===== src/rtl/playback_rate_ctrl_pkg.sv =====
// Shared types and constants for the playback-rate scheduler.
// Key-event priority lives here so every user encodes it the same way.
package playback_pkg;

    localparam int RATE_W = 32;
    localparam logic [RATE_W-1:0] SYS_CLK_HZ = 32'd50_000_000;

    typedef logic [RATE_W-1:0] rate_t;

    typedef enum logic [1:0] {
        KEY_NONE,
        KEY_UP,
        KEY_DOWN,
        KEY_RESET
    } key_evt_e;

    // Reset wins; up and down together cancel each other out.
    function automatic key_evt_e decode_keys(input logic rise_up,
                                             input logic rise_down,
                                             input logic rise_reset);
        key_evt_e evt;
        evt = KEY_NONE;
        if (rise_reset) begin
            evt = KEY_RESET;
        end else if (rise_up && !rise_down) begin
            evt = KEY_UP;
        end else if (rise_down && !rise_up) begin
            evt = KEY_DOWN;
        end
        return evt;
    endfunction

endpackage


===== src/rtl/playback_rate_ctrl_key_rise_detect.sv =====
// Rising-edge detector for one key level. The history register resets high
// so a key held through reset is not seen as a fresh press on release.
module key_rise_detect (
    input  logic clk,
    input  logic rst_n,
    input  logic key_i,
    output logic rise_o
);

    logic prev_q;

    always_ff @(posedge clk or negedge rst_n) begin
        if (!rst_n) begin
            prev_q <= 1'b1;
        end else begin
            prev_q <= key_i;
        end
    end

    assign rise_o = key_i & ~prev_q;

endmodule


===== src/rtl/playback_rate_ctrl.sv =====
// Playback-rate scheduler: key-stepped, clamped sample rate plus an
// exact-average sample_tick from a phase accumulator.
// Optional: define PLAYBACK_PAUSE_EN to add a pause input that freezes the accumulator.
module playback_rate_ctrl
    import playback_pkg::*;
#(
    parameter logic [31:0] IN_CLOCK_FREQ = SYS_CLK_HZ,
    parameter logic [31:0] DEFAULT_RATE  = 32'd22_000,
    parameter logic [31:0] RATE_STEP     = 32'd2_000,
    parameter logic [31:0] MIN_RATE      = 32'd2_000,
    parameter logic [31:0] MAX_RATE      = 32'd64_000
) (
    input  logic        in_clk,
    input  logic        rst_n,
    input  logic        speed_up,
    input  logic        speed_down,
    input  logic        speed_reset,
`ifdef PLAYBACK_PAUSE_EN
    input  logic        pause,
`endif
    output logic [31:0] rate_hz,
    output logic        sample_tick,
    output logic        at_min,
    output logic        at_max
);

    logic [2:0] keys;
    logic [2:0] rises;
    key_evt_e   key_evt;

    rate_t       rate_q, rate_d;
    rate_t       acc_q, acc_d;
    logic        tick_q, tick_d;
    logic [RATE_W:0] up_sum;
    rate_t       phase_sum;

    assign keys = {speed_reset, speed_down, speed_up};

    generate
        for (genvar gi = 0; gi < 3; gi++) begin : g_key
            key_rise_detect u_rise (
                .clk    (in_clk),
                .rst_n  (rst_n),
                .key_i  (keys[gi]),
                .rise_o (rises[gi])
            );
        end
    endgenerate

    assign key_evt = decode_keys(rises[0], rises[1], rises[2]);

    // One spare bit so the up-step clamp is immune to wrap-around.
    assign up_sum = {1'b0, rate_q} + {1'b0, RATE_STEP};

    always_comb begin
        rate_d = rate_q;
        unique case (key_evt)
            KEY_RESET: rate_d = DEFAULT_RATE;
            KEY_UP:    rate_d = (up_sum > {1'b0, MAX_RATE}) ? MAX_RATE : up_sum[RATE_W-1:0];
            KEY_DOWN:  rate_d = (rate_q < MIN_RATE + RATE_STEP) ? MIN_RATE : rate_q - RATE_STEP;
            default:   rate_d = rate_q;
        endcase
    end

    // acc stays below IN_CLOCK_FREQ, so acc + rate never exceeds 32 bits.
    assign phase_sum = acc_q + rate_q;

    always_comb begin
        acc_d  = phase_sum;
        tick_d = 1'b0;
        if (phase_sum >= IN_CLOCK_FREQ) begin
            acc_d  = phase_sum - IN_CLOCK_FREQ;
            tick_d = 1'b1;
        end
`ifdef PLAYBACK_PAUSE_EN
        if (pause) begin
            acc_d  = acc_q;
            tick_d = 1'b0;
        end
`endif
    end

    always_ff @(posedge in_clk or negedge rst_n) begin
        if (!rst_n) begin
            rate_q <= DEFAULT_RATE;
            acc_q  <= '0;
            tick_q <= 1'b0;
        end else begin
            rate_q <= rate_d;
            acc_q  <= acc_d;
            tick_q <= tick_d;
        end
    end

    assign rate_hz     = rate_q;
    assign sample_tick = tick_q;
    assign at_min      = (rate_q == MIN_RATE);
    assign at_max      = (rate_q == MAX_RATE);

endmodule


===== config.mk =====
export PLATFORM = sky130hd
export DESIGN_NAME = playback_rate_ctrl
export DESIGN_NICKNAME = d
export VERILOG_FILES = /design/src/rtl/playback_rate_ctrl_pkg.sv /design/src/rtl/playback_rate_ctrl_key_rise_detect.sv /design/src/rtl/playback_rate_ctrl.sv
export SDC_FILE = /design/constraint.sdc
export NUM_CORES = 1
export LEC_CHECK = 0
export CAP_MARGIN = 20
export CORE_ASPECT_RATIO = 0.75
export CORE_UTILIZATION = 52
export DETAILED_ROUTE_END_ITERATION = 10
export MAX_ROUTING_LAYER = met4
export PLACE_DENSITY = 0.72
export SLEW_MARGIN = 20
export SYNTH_ARGS = -nofsm -noshare
export SYNTH_HDL_FRONTEND = slang
export SYNTH_SLANG_ARGS = --single-unit

===== constraint.sdc =====
create_clock -name in_clk -period 3.75 [get_ports in_clk]
set_input_delay 0.5625 -clock in_clk [delete_from_list [all_inputs] [get_ports in_clk]]
set_output_delay 0.5625 -clock in_clk [all_outputs]
set_load 0.02 [all_outputs]

======== After elaboration in Yosys (flattened, before gate mapping) ========
Index checks and enable logic that the tools add are counted.
Widths: inputs -> output; s select.
storage, ports and cells
  word-level logic and storage cells ...... 37
  output and inout bits ................... 35
  bits in registers ....................... 68
cells by class
  reductions and logical operators ........ 5
  eq/ne operators ......................... 5
  bitwise operators ....................... 6
  mux-type cells .......................... 8
  $lt $le $gt $ge ......................... 3
  add/sub/neg operators ................... 4
operators with widths
  cell                    number
  $mux 32                 3
  $pmux 32 s3             1
  $add 32x11->33 const B  1
  $gt 33x16->1 const B    1
  $add 32x32->32          1
  $eq 32x11->1 const B    1
  $eq 32x16->1 const B    1
  $ge 32x26->1 const B    1
  $lt 32x12->1 const B    1
  $sub 32x11->32 const B  1
  $sub 32x26->32 const B  1
  $mux 2                  3
  $eq 2x2->1 const B      2
  $and 1x1->1             3
  $not 1->1               3
  $reduce_bool 3->1       1
  $eq 2x1->1 const B      1
  $logic_and 1x1->1       2
  $logic_not 1->1         2
  $mux 1                  1

======== Logic depth before layout (Yosys ltp) ========
  depth in word-level cells ............... 9
  mapped depth ............................ 13

======== Modules after synthesis ========
Synthesis repeated with hierarchy kept, for this count alone.
unflattened totals
  cells, all modules ...................... 731
  area total of the unflattened synthesis .. 5,987.0 µm²
modules (own cells, without submodules)
  module              sequential area each (µm²)  cells an instance  times used  area each (µm²)
  playback_rate_ctrl  1,486.4                     725                1           5,866.9
  key_rise_detect     26.3                        2                  3           40.0

======== Least setup slack after synthesis ========
OpenSTA, ideal clock, no wires.
  path kind ............................... register -> output
  start ................................... reg rate_q[23], in the netlist rate_hz[23]
  end ..................................... out at_max
  arrival ................................. 2.895 ns
  stages on the path, launching flop included .. 7
  required time ........................... 3.188 ns
  path buffers ............................ 1
  slack ................................... 0.292 ns
  cells stage by stage .................... dfrtp_1 > or4_1 > or3_1 > clkbuf_1 > or3_1 > or2_2 > nor4_1
on the way
  longest elaborated chain between the ends .. 1
RTL lines
  what                    line                      RTL
  from (decl)             playback_rate_ctrl.sv:31  rate_t rate_q, rate_d;
  from (signal assigned)  playback_rate_ctrl.sv:89  rate_q <= rate_d;
  $eq 32x16->1            playback_rate_ctrl.sv:98  assign at_max = (rate_q == MAX_RATE);
  to (decl)               playback_rate_ctrl.sv:24  output logic at_max
Every way passes these cells.

======== Worst setup path in the final report ========
  start ................................... reg rate_q[19], in the netlist rate_hz[19]
  end ..................................... out at_min
on the way
  longest elaborated chain between the ends .. 1
RTL lines
  what          line                      RTL
  $eq 32x11->1  playback_rate_ctrl.sv:97  assign at_min = (rate_q == MIN_RATE);
  to (decl)     playback_rate_ctrl.sv:23  output logic at_min,
Every way passes these cells.

==> run metrics <==
actual slew at the worst max-slew pin 660 ps; Finished Core Util 65.0%; Starting Density 54.2%; sequential-to-total area share from yosys stat 26.1%; area grow syn2layout 20.0%; syn avg cell area 8.22 um^2; data required time of the critical path 3190 ps; Routed wire per std cell 19.7 um; max-slew violations 0; worst r2r path cells 12; Hold Path Class in2async; Worst-path clk slew 60 ps; drt drc 0; Finished Layout Cells 932; gr ovfl total 0; H-tree depth 3; Power Dens Cells 1010 nW/um^2; critical path fanouts, max 7; Worst Setup End Kind output pin; Rows 33; via count 5979; first-pass GRT wire length 28.9 mm; static leakage 3.05 nW; vias in the first global route 5437; synth top area cells dfrtp_1, ha_1, xnor2_1; ys flop type dfrtp_1; Post-synth EDFFs 0; CP Capture Point at_min; clk_lat worst skew 330 ps; Final #Nets 830; Arr. time, crit path 3080 ps; antenna violations before repair 1; final-report setup violation count 0; die footprint 12000 um^2; most frequent cell after synthesis nand2_1; Critical Path Source rate_hz[19]; reg-to-reg slack, setup 170 ps; layout cell share with drive strength beyond 1 17.8%; Max-slew headroom 55.7%; CP Launch Type register; RR Startpoint rate_hz[5]; Fmax achieved 274 MHz; Final Skew 8.19 ps; DP Wirelength 13.7 mm; Ports 40; max cap viols 0; kind of critical path reg2out; CTS root buffer clkbuf_16; CTS buffer count 9; Fin. Hold Viols 0; Post-Syn Area 6000 um^2; synthesized flop and latch total 62; Inst Count DP 912; DR iter-0 viols 670; Chip Height 95.0 um; fin crit period 3640 ps; Port Buffers 35; gr usage total 32.3%; Yosys Warn Count 0; Clock Sinks 62; Peak VDD IR 0.816 mV; CTS tree yes; router iterations before antenna repair 5; Post-synth top cells nand2_1, o21ai_0, dfrtp_1, a21oi_1, nor2_1; outcome finished clean; number of library cell types mapped by synthesis 93; Post-synth ARST share 100%; post-synth top area cell dfrtp_1; GP Congestion 0.984; Crit Reg-Reg Endpoint acc_q[31]; remaining antenna violation count after routing 0; wirelength, routed 18.4 mm; post-synth top area share 21.3%; core area 11100 um^2; pin count of the biggest net entering global routing 45; die width 126 um; Mapped Cells 729; Vias/cell 6.42; Clock Path Buffers 2; crit share post-route 97.2%
[per-layer routing]
layer,track usage (%),routed length (um)
met4,7.63,262
met3,8.27,1880
met5,-,0
met2,45.0,7570
met1,46.0,8660
[cell type report]
| cell class | instances | area [um^2] |
|---|---|---|
| Multi-Input combinational cell | 614 | 4320 |
| Fill cell | 944 | 3870 |
| Sequential cell | 62 | 1570 |
| Timing Repair Buffer | 89 | 764 |
| Clock buffer | 13 | 270 |
| Tap cell | 140 | 175 |
| Clock inverter | 3 | 65.1 |
| Inverter | 10 | 37.5 |
| Antenna cell | 1 | 2.50 |
[worst max-delay path, cell delays in order, from the launching register on]
cell	delay (ps)
dfrtp_1	460
or4_4	580
or4_1	500
nor4_4	380
and4b_1	230
clkdlybuf4s50_1	610
[through the flow]
| stage | TNS (ps) | area, um^2 | setup slack [ps] | hold slack [ps] | total power [mW] |
|---|---|---|---|---|---|
| 2_1_floorplan | 0 | 6020 | 292 | 267 | 4.66 |
| 3_3_place_gp | 0 | 6710 | 72.2 | 499 | 5.80 |
| 3_5_place_dp | 0 | 6710 | 77.7 | 513 | 5.93 |
| 4_1_cts | 0 | 7060 | 8.09 | 454 | 6.95 |
| 5_1_grt | -7.59 | 7200 | -7.18 | 282 | 7.75 |
| 6_report | 0 | 7200 | 106 | 242 | 7.28 |
[power by group]
part,switching [mW],internal (mW)
clock,0.309,0.635
sequential,0.158,0.980
combinational,3.06,2.14
[how the worst min path moves through the flow]
stage	from	slack, ps	endpoint
floorplan	rst_n	270	acc_q[10]
global placement	rate_hz[20]	500	rate_hz[22]
detailed placement	acc_q[4]	510	acc_q[4]
CTS	rst_n	450	rate_hz[21]
global route	rst_n	280	acc_q[6]
finish	rst_n	240	acc_q[6]
[cell families (layout without fill, tap and decap cells)]
kind of cell	count (synthesis)	count (layout)	synth area share (%)
flip-flops	62	62	26.1
multiplexers	7	7	1.19
adder cells (fa/ha/maj)	39	39	8.14
other	1	8	0.0625
AO/OA/AOI/OAI	230	230	26.3
buffers and inverters	59	115	4.42
XOR/XNOR	56	56	8.68
AND/OR/NAND/NOR	275	275	25.1
[sequential cells by signal (all words and copies together), names as in the netlist]
| signal | count |
|---|---|
| rate_hz | 28 |
| acc_q | 30 |
| g_key.u_rise.prev_q | 3 |
| sample_tick | 1 |
[what timing repair did]
item / in CTS / in global routing
pin swaps: 0 / 4
endpoints found under the setup margin: 2 / 24
resized for setup: 3 / 23
buffers inserted: 0 / 3
hold buffers: 0 / 0
[layout by cell type (no fill, tap or decap), types with 4 or more instances in the layout]
cell	instances
nand2_1	68
o21ai_0	64
buf_4	54
dfrtp_1	51
nor2_1	48
a21oi_1	45
ha_1	35
xnor2_1	34
clkdlybuf4s50_1	33
nand3_1	28
nor3_1	22
a31oi_1	17
a21o_1	15
xor2_1	13
nand4_1	12
nand2b_1	11
dfstp_2	11
inv_1	10
o21a_1	10
clkbuf_16	9
or4_1	8
and3_1	8
nor4_1	8
nor2b_1	7
o31ai_1	7
conb_1	7
and2_1	6
mux2i_1	6
a21oi_2	5
o21ai_1	5
and4_1	5
xnor2_2	5
o211ai_1	5
or2_2	5
or3_1	5
nor3b_1	4
ha_2	4
No activity file was read; power rests on OpenSTA's default activity.
==> patch, RTL diff (same settings) <==
Reset style: synchronous (`rst_n`), changed in 2 clocked blocks.
--- a/src/rtl/playback_rate_ctrl_key_rise_detect.sv
+++ b/src/rtl/playback_rate_ctrl_key_rise_detect.sv
@@ -10,5 +10,5 @@
     logic prev_q;
 
-    always_ff @(posedge clk or negedge rst_n) begin
+    always_ff @(posedge clk) begin
         if (!rst_n) begin
             prev_q <= 1'b1;
--- a/src/rtl/playback_rate_ctrl.sv
+++ b/src/rtl/playback_rate_ctrl.sv
@@ -81,5 +81,5 @@
     end
 
-    always_ff @(posedge in_clk or negedge rst_n) begin
+    always_ff @(posedge in_clk) begin
         if (!rst_n) begin
             rate_q <= DEFAULT_RATE;
Function: differs if rst_n is asserted again (counterexample within 4 cycles, from zero or initial values and one cycle with rst_n low); with rst_n held inactive, the same outputs for 10 cycles.
==> patch against the unedited design <==
Final area up 3.7%. Worst setup slack lost 0.037 ns. Area after synthesis rose by 2.5%. Via count up 17%. Sequential cell count stayed put. Core utilization up 1.4 points. First-iteration DRC count rose by 33%. Cell count increased by 16%. Wire length increased by 11%. Critical path depth increased by 7.
Power is not compared: it rests on default switching activity, and its combinational part moved more than twofold at a synthesized area within 25%.
==> patch: results (changes against the unedited design) <==
Status: completed (unchanged)
List of most frequent post-synthesis cells: a21oi_1 (86), nor2_1 (82), nand2_1 (79) (was nand2_1 (68), o21ai_0 (65), dfrtp_1 (51))
HP Class: reg -> reg (was in -> async)
Routed vias/inst: 6.43 (was 6.42)
Crit path largest cell delay: 0.52 ns (was 0.61 ns)
Non-Filler Instances: 1083 (was 932)
Vias in the first global route: 5998 (was 5437)
Met3 WL: 2030 um (was 1880 um)
Area after DPL: 6980 sq um (was 6710 sq um)
Worst-margin pin slew: 0.657 ns (was 0.660 ns)
DR pass1 iterations: 6 (was 5)
WP data arrival: 3.91 ns (was 3.08 ns)
Final core utilization: 66.4% (was 65.0%)
Wl on met1: 9680 um (was 8660 um)
M2 GR Usage: 47.2% (was 45.0%)
GRT Util Overall: 34.3% (was 32.3%)
Largest net degree at the start of global routing: 44 (was 45)
Met2 wire len: 8210 um (was 7570 um)
Nonclk buf count: 111 (was 89)
Gp weighted congestion: 0.988 (was 0.984)
Pre-CTS setup slack: 0.0169 ns (was 0.0777 ns)
Invs w/o clock: 29 (was 10)
Antenna diodes: 0 (was 1)
DR iter-0 viols: 889 (was 670)
Reg area: 1240 sq um (was 1570 sq um)
Skew final: 0.0103 ns (was 0.00819 ns)
WL/cell: 18.7 um (was 19.7 um)
Antenna violations before repair: 0 (was 1)
First-pass GRT wire length: 31600 um (was 28900 um)
Clock-cell share: 4.04% (was 4.66%)
Kind of cell adding the most delay to the critical path: compound AO/OA/AOI/OAI gates (was simple AND/OR/NAND/NOR gates)
Crit-path slowest cell: a2111o_1 (was clkdlybuf4s50_1)
Final HPWL DP: 15400 um (was 13700 um)
[patch: path summary, 6_finish.rpt]
kind	endpoint	slack [ns]	depth (start not counted)
setup / recovery	acc_q[8]	0.07	12
hold / removal	acc_q[3]	0.58	2
setup reg to reg	acc_q[8]	0.07	12
hold reg to reg	acc_q[3]	0.58	2
[patch: power by group]
part | leakage (nW) | switching [mW] | internal (mW)
logic | 2.27 | 1.33 | 0.952
clock network | 0.142 | 0.313 | 0.532
registers | 0.508 | 0.0720 | 0.778
total | 2.92 | 1.72 | 2.26
[patch: cells by family after synthesis]
group                    synth area share (%)
adder cells (fa/ha/maj)                  8.10
AO/OA/AOI/OAI                            28.2
flip-flops                               20.2
other                                  0.0610
XOR/XNOR                                 5.82
AND/OR/NAND/NOR                          27.5
multiplexers                             4.25
buffers and inverters                    5.94
[patch: repair_timing]
item                       CTS  global route
gates resized for setup      3            24
setup endpoints to repair    3            27
setup buffers                0            12
pin swaps                    0             9
